[config.mk]
export PLATFORM = sky130hd
export DESIGN_NAME = packet_builder
export DESIGN_NICKNAME = d
export VERILOG_FILES = /design/src/rtl/packet_builder_pkg.sv /design/src/rtl/packet_builder_ipv4_csum_pipe.sv /design/src/rtl/packet_builder.sv
export SDC_FILE = /design/constraint.sdc
export NUM_CORES = 1
export LEC_CHECK = 0
export CORE_UTILIZATION = 45
export DETAILED_ROUTE_END_ITERATION = 10
export GPL_ROUTABILITY_DRIVEN = 0
export PLACE_DENSITY = 0.7
export SYNTH_ARGS = -nofsm -noshare
export SYNTH_HDL_FRONTEND = slang
export SYNTH_SLANG_ARGS = --single-unit
[constraint.sdc]
create_clock -name clk -period 17.5 [get_ports clk]
set_clock_uncertainty 0.05 [all_clocks]
set_input_delay 3.5 -clock clk [delete_from_list [all_inputs] [get_ports clk]]
set_output_delay 3.5 -clock clk [all_outputs]
set_load 0.02 [all_outputs]
[src/rtl/packet_builder_pkg.sv]
// Shared header types and constants for the packet parser / builder pair.
package packet_parser_types;

  typedef struct packed {
    logic [31:0] src_ip;
    logic [31:0] dst_ip;
    logic [15:0] src_port;
    logic [15:0] dst_port;
    logic [7:0]  protocol;
  } five_tuples_t;

  typedef struct packed {
    logic [7:0]  ver_ihl;
    logic [7:0]  tos;
    logic [15:0] total_len;
    logic [15:0] id;
    logic [15:0] flags_frag;
    logic [7:0]  ttl;
    logic [7:0]  protocol;
    logic [15:0] csum;
    logic [31:0] src_ip;
    logic [31:0] dst_ip;
  } ipv4_hdr_t;

  typedef struct packed {
    logic [15:0] src_port;
    logic [15:0] dst_port;
    logic [15:0] length;
    logic [15:0] csum;
  } udp_hdr_t;

  localparam logic [7:0]  IPV4_VER_IHL   = 8'h45;
  localparam logic [15:0] IPV4_FLAGS_DF  = 16'h4000;
  localparam int unsigned IPV4_HDR_BYTES = 20;
  localparam int unsigned UDP_HDR_BYTES  = 8;

endpackage

[src/rtl/packet_builder_ipv4_csum_pipe.sv]
// Two-stage IPv4 header checksum: word sum on ld1, fold and invert on ld2.
module ipv4_csum_pipe
  import packet_parser_types::*;
#(
  parameter logic [7:0] IP_TTL = 8'd64
) (
  input  logic        clk,
  input  logic        ld1,
  input  logic        ld2,
  input  logic [15:0] total_len,
  input  logic [15:0] id,
  input  logic [7:0]  protocol,
  input  logic [31:0] src_ip,
  input  logic [31:0] dst_ip,
  output logic [15:0] csum
);

  logic [19:0] sum_d;
  logic [19:0] sum_q;
  logic [16:0] fold1;
  logic [15:0] fold2;

  // Only the header words that can be nonzero; csum and tos words are zero.
  always_comb begin
    sum_d = 20'({IPV4_VER_IHL, 8'h00}) + 20'(total_len) + 20'(id)
          + 20'(IPV4_FLAGS_DF) + 20'({IP_TTL, protocol})
          + 20'(src_ip[31:16]) + 20'(src_ip[15:0])
          + 20'(dst_ip[31:16]) + 20'(dst_ip[15:0]);
  end

  // Second fold cannot overflow: a carry out of the first leaves fold1[15:0] tiny.
  always_comb begin
    fold1 = 17'(sum_q[15:0]) + 17'(sum_q[19:16]);
    fold2 = fold1[15:0] + 16'(fold1[16]);
  end

  always_ff @(posedge clk) begin
    if (ld1) sum_q <= sum_d;
    if (ld2) csum  <= ~fold2;
  end

endmodule

[src/rtl/packet_builder.sv]
// Builds one 256-bit IPv4+UDP header beat per five-tuple record, 3-stage pipeline.
module packet_builder
  import packet_parser_types::*;
#(
  parameter int unsigned PACKET_LEN        = 256,
  parameter int unsigned PACKET_RESULT_LEN = 104,
  parameter logic [7:0]  IP_TTL            = 8'd64,
  parameter int unsigned MAX_PAYLOAD       = 65507
) (
  input  logic                         clk,
  input  logic                         rst,
  input  logic                         rx_valid,
  input  logic [PACKET_RESULT_LEN-1:0] rx_data,
  input  logic [15:0]                  rx_payload_len,
  output logic                         rx_ready,
  output logic                         tx_valid,
  output logic [PACKET_LEN-1:0]        tx_data,
  input  logic                         tx_ready,
  output logic [15:0]                  drop_cnt
);

  five_tuples_t rx_tuple, s1_tuple, s2_tuple;
  logic         ld1, ld2, ld3, accept, oversize;
  logic         s1_valid, s2_valid;
  logic [15:0]  rx_total_len, rx_udp_len;
  logic [15:0]  s1_total_len, s1_udp_len, s1_id;
  logic [15:0]  s2_total_len, s2_udp_len, s2_id;
  logic [15:0]  id_cnt, csum;
  ipv4_hdr_t    ip_hdr;
  udp_hdr_t     udp_hdr;

  always_comb begin
    rx_tuple     = five_tuples_t'(rx_data);
    ld3          = !tx_valid || tx_ready;
    ld2          = !s2_valid || ld3;
    ld1          = !s1_valid || ld2;
    rx_ready     = ld1;
    accept       = rx_valid && ld1;
    oversize     = 32'(rx_payload_len) > MAX_PAYLOAD;
    rx_total_len = rx_payload_len + 16'(IPV4_HDR_BYTES + UDP_HDR_BYTES);
    rx_udp_len   = rx_payload_len + 16'(UDP_HDR_BYTES);
  end

  ipv4_csum_pipe #(.IP_TTL(IP_TTL)) u_csum (
    .clk       (clk),
    .ld1       (ld1),
    .ld2       (ld2),
    .total_len (rx_total_len),
    .id        (id_cnt),
    .protocol  (rx_tuple.protocol),
    .src_ip    (rx_tuple.src_ip),
    .dst_ip    (rx_tuple.dst_ip),
    .csum      (csum)
  );

  always_comb begin
    ip_hdr            = '0;
    ip_hdr.ver_ihl    = IPV4_VER_IHL;
    ip_hdr.total_len  = s2_total_len;
    ip_hdr.id         = s2_id;
    ip_hdr.flags_frag = IPV4_FLAGS_DF;
    ip_hdr.ttl        = IP_TTL;
    ip_hdr.protocol   = s2_tuple.protocol;
    ip_hdr.csum       = csum;
    ip_hdr.src_ip     = s2_tuple.src_ip;
    ip_hdr.dst_ip     = s2_tuple.dst_ip;
    udp_hdr           = '0;
    udp_hdr.src_port  = s2_tuple.src_port;
    udp_hdr.dst_port  = s2_tuple.dst_port;
    udp_hdr.length    = s2_udp_len;
  end

  // Dropped records still occupy an accept slot but leave an S1 bubble.
  always_ff @(posedge clk) begin
    if (rst) begin
      s1_valid <= 1'b0;
      s2_valid <= 1'b0;
      tx_valid <= 1'b0;
      tx_data  <= '0;
      id_cnt   <= '0;
      drop_cnt <= '0;
    end else begin
      if (ld1) s1_valid <= accept && !oversize;
      if (ld2) s2_valid <= s1_valid;
      if (ld3) tx_valid <= s2_valid;
      if (ld3 && s2_valid) tx_data <= PACKET_LEN'({ip_hdr, udp_hdr, 32'h0});
      if (accept && !oversize) id_cnt <= id_cnt + 16'd1;
      if (accept && oversize && drop_cnt != '1) drop_cnt <= drop_cnt + 16'd1;
    end
  end

  always_ff @(posedge clk) begin
    if (ld1) begin
      s1_tuple     <= rx_tuple;
      s1_total_len <= rx_total_len;
      s1_udp_len   <= rx_udp_len;
      s1_id        <= id_cnt;
    end
    if (ld2) begin
      s2_tuple     <= s1_tuple;
      s2_total_len <= s1_total_len;
      s2_udp_len   <= s1_udp_len;
      s2_id        <= s1_id;
    end
  end

endmodule

Yosys cells after proc, flatten, opt, wreduce, memory -nomap -nowiden
Index checks and enable logic that the tools add are counted.
{ "word_totals": {"wordCells": 53, "register_bits": 546, "output_inout_bits": 274, "input_bits": 124} }
{ "classes": {"n_bitwise": 1, "addsub": 14, "n_lt_le_gt_ge": 1, "n_reduce_logical": 12, "eq_ne": 1} }
{ "op_table": {"columns": ["operator", "n"], "rows": [
  ["20-bit by 16-bit adder with 20-bit output", 5],
  ["16-bit by 1-bit adder with 16-bit output, second input constant", 2],
  ["20-bit by 15-bit adder with 20-bit output", 1],
  ["20-bit by 15-bit adder with 20-bit output, second input constant", 1],
  ["15-bit by 16-bit adder with 17-bit output, first input constant", 1],
  ["16-bit by 4-bit adder with 17-bit output", 1],
  ["16-bit by 1-bit adder with 16-bit output", 1],
  ["16-bit by 4-bit adder with 16-bit output, second input constant", 1],
  ["16-bit by 5-bit adder with 16-bit output, second input constant", 1],
  ["16-bit > comparator, second input constant", 1],
  ["16-bit != test, second input constant", 1],
  ["16-bit NOT", 1],
  ["1-bit logical AND", 5],
  ["1-bit logical NOT", 4],
  ["1-bit logical OR", 3]
]} }

Longest topological paths before layout
{ "depth": {"ltp_word": 9, "ltp_mapped": 22, "depth_no_buf": 22} }

Cells and area by module
From an unflattened synthesis, not the netlist that was laid out.
{ "unflattened": {"cells_unflattened": 1854, "area_unflattened_um2": 22213.8} }
{ "by_module_without_submodules": {"columns": ["module", "instances", "seq_area_each_um2", "cells_each", "area_each_um2"], "rows": [
  ["packet_builder", 1, 13052.5, 1383, 17515.5],
  ["ipv4_csum_pipe", 1, 1051.0, 471, 4698.3]
]} }

Least setup slack after synthesis
OpenSTA, ideal clock, no wires.
{ "synth_timing": {"path_type": "in2out", "startpoint": "in tx_ready", "endpoint": "out rx_ready", "setup_slack_ns": 5.530, "arrival_time_ns": 8.420, "cell_stages": 1, "path_cell_list": "nand4b_1"} }
{ "synth_between": {"elab_chain_len": 3} }
{ "synth_lines": {"columns": ["item", "line_no", "source"], "rows": [
  ["start, declared", "packet_builder.sv:18", "input logic tx_ready,"],
  ["1-bit logical OR", "packet_builder.sv:34", "ld3 = !tx_valid || tx_ready;"],
  ["1-bit logical OR", "packet_builder.sv:35", "ld2 = !s2_valid || ld3;"],
  ["1-bit logical OR", "packet_builder.sv:36", "ld1 = !s1_valid || ld2;"],
  ["end, declared", "packet_builder.sv:15", "output logic rx_ready,"]
]} }
No other way between the ends.

Worst setup path in the final report
{ "layout_timing": {"startpoint": "in rx_payload_len[2]", "endpoint": "reg u_csum.sum_q[19], data pin"} }
{ "layout_between": {"elab_chain_len": 9} }
{ "layout_lines": {"columns": ["item", "line_no", "source"], "rows": [
  ["start, declared", "packet_builder.sv:14", "input logic [15:0] rx_payload_len,"],
  ["16-bit by 5-bit adder with 16-bit output", "packet_builder.sv:40", "rx_total_len = rx_payload_len + 16'(IPV4_HDR_BYTES + UDP_HDR_BYTES);"],
  ["net rx_total_len[2]", "packet_builder.sv:25", "logic [15:0] rx_total_len, rx_udp_len;"],
  ["15-bit by 16-bit adder with 17-bit output", "packet_builder_ipv4_csum_pipe.sv:25", "sum_d = 20'({IPV4_VER_IHL, 8'h00}) + 20'(total_len) + 20'(id)"],
  ["20-bit by 16-bit adder with 20-bit output", "packet_builder_ipv4_csum_pipe.sv:25", null],
  ["20-bit by 15-bit adder with 20-bit output (2 in series)", "packet_builder_ipv4_csum_pipe.sv:26", "+ 20'(IPV4_FLAGS_DF) + 20'({IP_TTL, protocol})"],
  ["20-bit by 16-bit adder with 20-bit output (2 in series)", "packet_builder_ipv4_csum_pipe.sv:27", "+ 20'(src_ip[31:16]) + 20'(src_ip[15:0])"],
  ["20-bit by 16-bit adder with 20-bit output (2 in series)", "packet_builder_ipv4_csum_pipe.sv:28", "+ 20'(dst_ip[31:16]) + 20'(dst_ip[15:0]);"],
  ["net u_csum.sum_d[19]", "packet_builder_ipv4_csum_pipe.sv:18", "logic [19:0] sum_d;"],
  ["end signal, assigned", "packet_builder_ipv4_csum_pipe.sv:38", "if (ld1) sum_q <= sum_d;"],
  ["end, declared", "packet_builder_ipv4_csum_pipe.sv:19", "logic [19:0] sum_q;"]
]} }
The timed path passes the listed nets, and every way through them passes these cells.
A chain may end at the register's enable or synchronous reset.

==> results_dict.tcl <==
set metrics [dict create \
    vias_per_cell 5.02 \
    finalSetupViolations 0 \
    ant_nets 0 \
    wl_um 54000 \
    multi_input_area_sq_mm 0.00700 \
    r2r_cells 11 \
    fp.dieH_um 224 \
    netlist.area_leader.share_pct 45.6 \
    dr.pass1.iters 5 \
    min_to "ip_hdr[5]$_DFFE_PP_" \
    cts.repair.resized 0 \
    dr_total_vias 14200 \
    cts_buffers 54 \
    fin_setup_tns_ps 0 \
    slew_violations 0 \
    min_period_over_period_pct 50.7 \
    peakVddDrop_v 0.0000879 \
    path_clk_slew_ps 60 \
    drc 0 \
    regArea_sq_mm 0.0141 \
    htreeDepth 2 \
    end_kind "flip-flop" \
    fmax_mhz 113 \
    netlist_instances 1811 \
    fillers 3936 \
    crit_chain "clkdlybuf4s50_1, inv_1, ha_1, nand2b_1, nand4_1, xor2_1, inv_1, ha_1, o21ai_0, xnor2_1, fa_1, inv_1, fa_1, fa_1, inv_1, ha_1, ha_1, and3_1, and3_1, a221oi_1, o2bb2ai_1, o21ai_0" \
    crit_fanout 5 \
    holdBufCountCts 0 \
    yosysUniqueCellTypes 65 \
    min_from "s1_tuple[45]$_DFFE_PN_" \
    cp-start-kind "input pin" \
    insertion_delay_ps 610 \
    r2r_setup_slack_ps 13170 \
    cts_root_buffer "clkbuf_16" \
    final_util_pct 57.0 \
    switchingPower_mw 1.04 \
    worstHoldPathCells 0 \
    syn_area_sq_mm 0.0221 \
    period_needed_ps 8880 \
    io_pins 398 \
    nets 2350 \
    clock_sinks 538 \
    hold_viol 0 \
    reg2reg_to "u_csum.sum_q[18]$_DFFE_PN_" \
    cts_tree "yes" \
    grt_max_degree 132 \
    post_cts.repair.setup_buffers 0 \
    outcome "completed" \
    path_class "in -> reg" \
    clock_path_buffers 3 \
    dpl_cell_area_sq_mm 0.0255 \
    die-width_um 224 \
    combPwrFrac_pct 23.2 \
    area_growth_pct 24.1 \
    die-area_sq_mm 0.0500 \
    leakagePower_nw 10.3 \
    slowest_delay_ps 570 \
    synthArstFlopShare_pct 0 \
    swShare_pct 29.1 \
    slew_headroom_pct 26.9 \
    r2r-start "id_cnt[8]$_SDFFE_PP0P_" \
    avgSynthCellArea_sq_um 12.2 \
    core_sq_mm 0.0481 \
    yosys_most_used_dff "edfxtp_1" \
    grt_pass1_vias 14000 \
    synth_edf_count 336 \
    finish.instance_area_sq_mm 0.0274 \
    routedWlPerCell_um 19.2 \
    grt-ovfl-total 0 \
    io_buffer_count 314 \
    cp_data_required_time_ps 17790 \
    power_density_mw_per_mm2 131 \
    ys_ff_latch 538 \
    dr.first_iter.drc_count 1033 \
    yosys_warnings 0 \
    dpl.hpwl_um 38600 \
    p_seq_share_pct 43.1 \
    antenna_found_initial 4 \
    worstMarginPinSlew_ps 1100 \
    pwr-share-clk_pct 33.7 \
    internal-power_mw 2.54 \
    grt.total_usage_pct 21.6 \
    drive_gt1_share_pct 5.70 \
    rsz0062_at_grt "no" \
    yosys-top-cells-area "edfxtp_1, dfxtp_1, fa_1" \
    grt_first_pass_wirelength_um 81700 \
    crit_slowest_cell "clkdlybuf4s50_1" \
    yosys.area.top_type "edfxtp_1" \
    drv_cap 0 \
    hold_path.class "reg -> reg" \
    initial_core_util_pct 45.9 \
    critical_path_arrival_ps 9170 \
    fp-row-count 80 \
    yosysSeqAreaShare_pct 63.9 \
]
==> kinds of logic after synthesis <==
kind of cell | count (synthesis) | share of synthesized area [%]
AOI/OAI and AO/OA | 265 | 7.01
xor gates and xnor gates | 79 | 3.16
adders and majority gates | 115 | 8.92
buffers and inverters | 256 | 5.91
DFF | 538 | 63.9
muxes | 4 | 0.187
other | 1 | 0.0170
and+or+nand+nor | 553 | 10.9
==> routing by layer <==
metal / track usage, % / share of wire, % / up-vias
li1: - / - / 6635
met1: 27.7 / 41 / 7013
met2: 35.4 / 49 / 411
met3: 4.84 / 6.5 / 97
met4: 9.06 / 3.6 / 0
met5: 0 / 0 / -
==> layout make-up <==
type                    count  area share (%)
diodes                      6          0.0547
repair buffers            324            11.7
well taps                 656            2.99
flip-flops and latches    538            51.5
multi-input cells        1099            25.5
clock buffers              79            5.88
inverters                  94            1.29
clock inverters            23            1.06
==> power by group through the flow <==
stage | combinational [mW] | clock [mW] | sequential, mW
after floorplan | 0.605 | 0 | 1.55
after global placement | 0.795 | 0 | 1.57
after detailed placement | 0.818 | 0 | 1.57
after CTS | 0.826 | 1.23 | 1.54
after global routing | 0.924 | 1.29 | 1.56
final | 0.833 | 1.21 | 1.55
==> worst max-delay path, delay by kind of cell <==
family          cells  cell delay (ps)
buf+inv             5              920
compound gates      4              910
simple gates        4              710
xor+xnor            2              430
fa+ha+maj           7             2680
==> metrics by stage <==
step	setup slack [ps]	std cells	total power [mW]	hold WS, ps
2_1_floorplan	5530	1893	2.16	350
3_3_place_gp	8150	2711	2.36	350
3_5_place_dp	8020	2711	2.39	355
4_1_cts	8630	2813	3.60	361
5_1_grt	8280	2816	3.76	361
6_report	8620	2819	3.59	363
==> registers in the layout, summed over array words and instances (netlist names), 14 cells and up <==
name,count
tx_data,167
s2_id,16
s1_tuple,104
s2_udp_len,14
s1_id,16
ip_hdr,72
drop_cnt,16
id_cnt,16
s2_total_len,16
s1_total_len,16
s2_tuple,32
u_csum.csum,16
s1_udp_len,14
u_csum.sum_q,20
==> cells in the mapped netlist, types with 3 or more instances <==
cell	instances
a21boi_0	3
o21ai_0	21
nor2b_1	7
and4_1	3
a21oi_1	185
o21a_1	9
a221oi_1	4
nand2_1	370
dfxtp_1	202
inv_1	94
nand3_1	28
and2_1	5
nand2b_1	7
ha_1	44
or4_1	4
xor2_1	34
buf_4	89
or3_1	6
buf_1	5
a211oi_1	6
clkbuf_1	58
mux2i_1	3
nor3_1	13
o211ai_1	4
xnor2_1	44
edfxtp_1	336
and3_1	14
nor4_1	7
a21o_1	4
nor2_1	55
o2111ai_1	5
buf_2	10
fa_1	71
nand4_1	16
nand3b_1	4
==> cells in the final DEF (no fill, tap or decap), drive strengths merged, types with 3 or more instances in the layout <==
cell	instances
dfxtp	202
o221ai	3
fa	71
inv	98
clkdlybuf4s50	313
nor3	13
o2111ai	5
nor2b	7
nand2b	7
a21boi	3
o21a	9
buf	11
edfxtp	336
clkbuf	79
a21o	4
diode	6
nand3b	4
a221oi	4
xnor2	44
ha	44
or4	4
clkinv	14
bufinv	5
and3	14
o21ai	24
a21oi	185
nand3	30
o211ai	4
nor4	8
conb	83
and2	5
nand4	17
or3	8
xor2	35
and4	3
nor2	55
mux2i	3
a211oi	7
nand2	370
==> how the worst max path moves through the flow <==
stage | endpoint | slack [ps] | depth (start not counted) | from
final | u_csum.sum_q[19]$_DFFE_PN_ | 8620 | 22 | rx_payload_len[2]
after global routing | u_csum.sum_q[19]$_DFFE_PN_ | 8280 | 22 | rx_payload_len[2]
after CTS | u_csum.sum_q[19]$_DFFE_PN_ | 8630 | 22 | rx_payload_len[2]
after detailed placement | u_csum.sum_q[19]$_DFFE_PN_ | 8020 | 22 | rx_payload_len[2]
after global placement | u_csum.sum_q[19]$_DFFE_PN_ | 8150 | 22 | rx_payload_len[2]
after floorplan | rx_ready | 5530 | 1 | tx_ready
(Power assumes the default switching activity.)
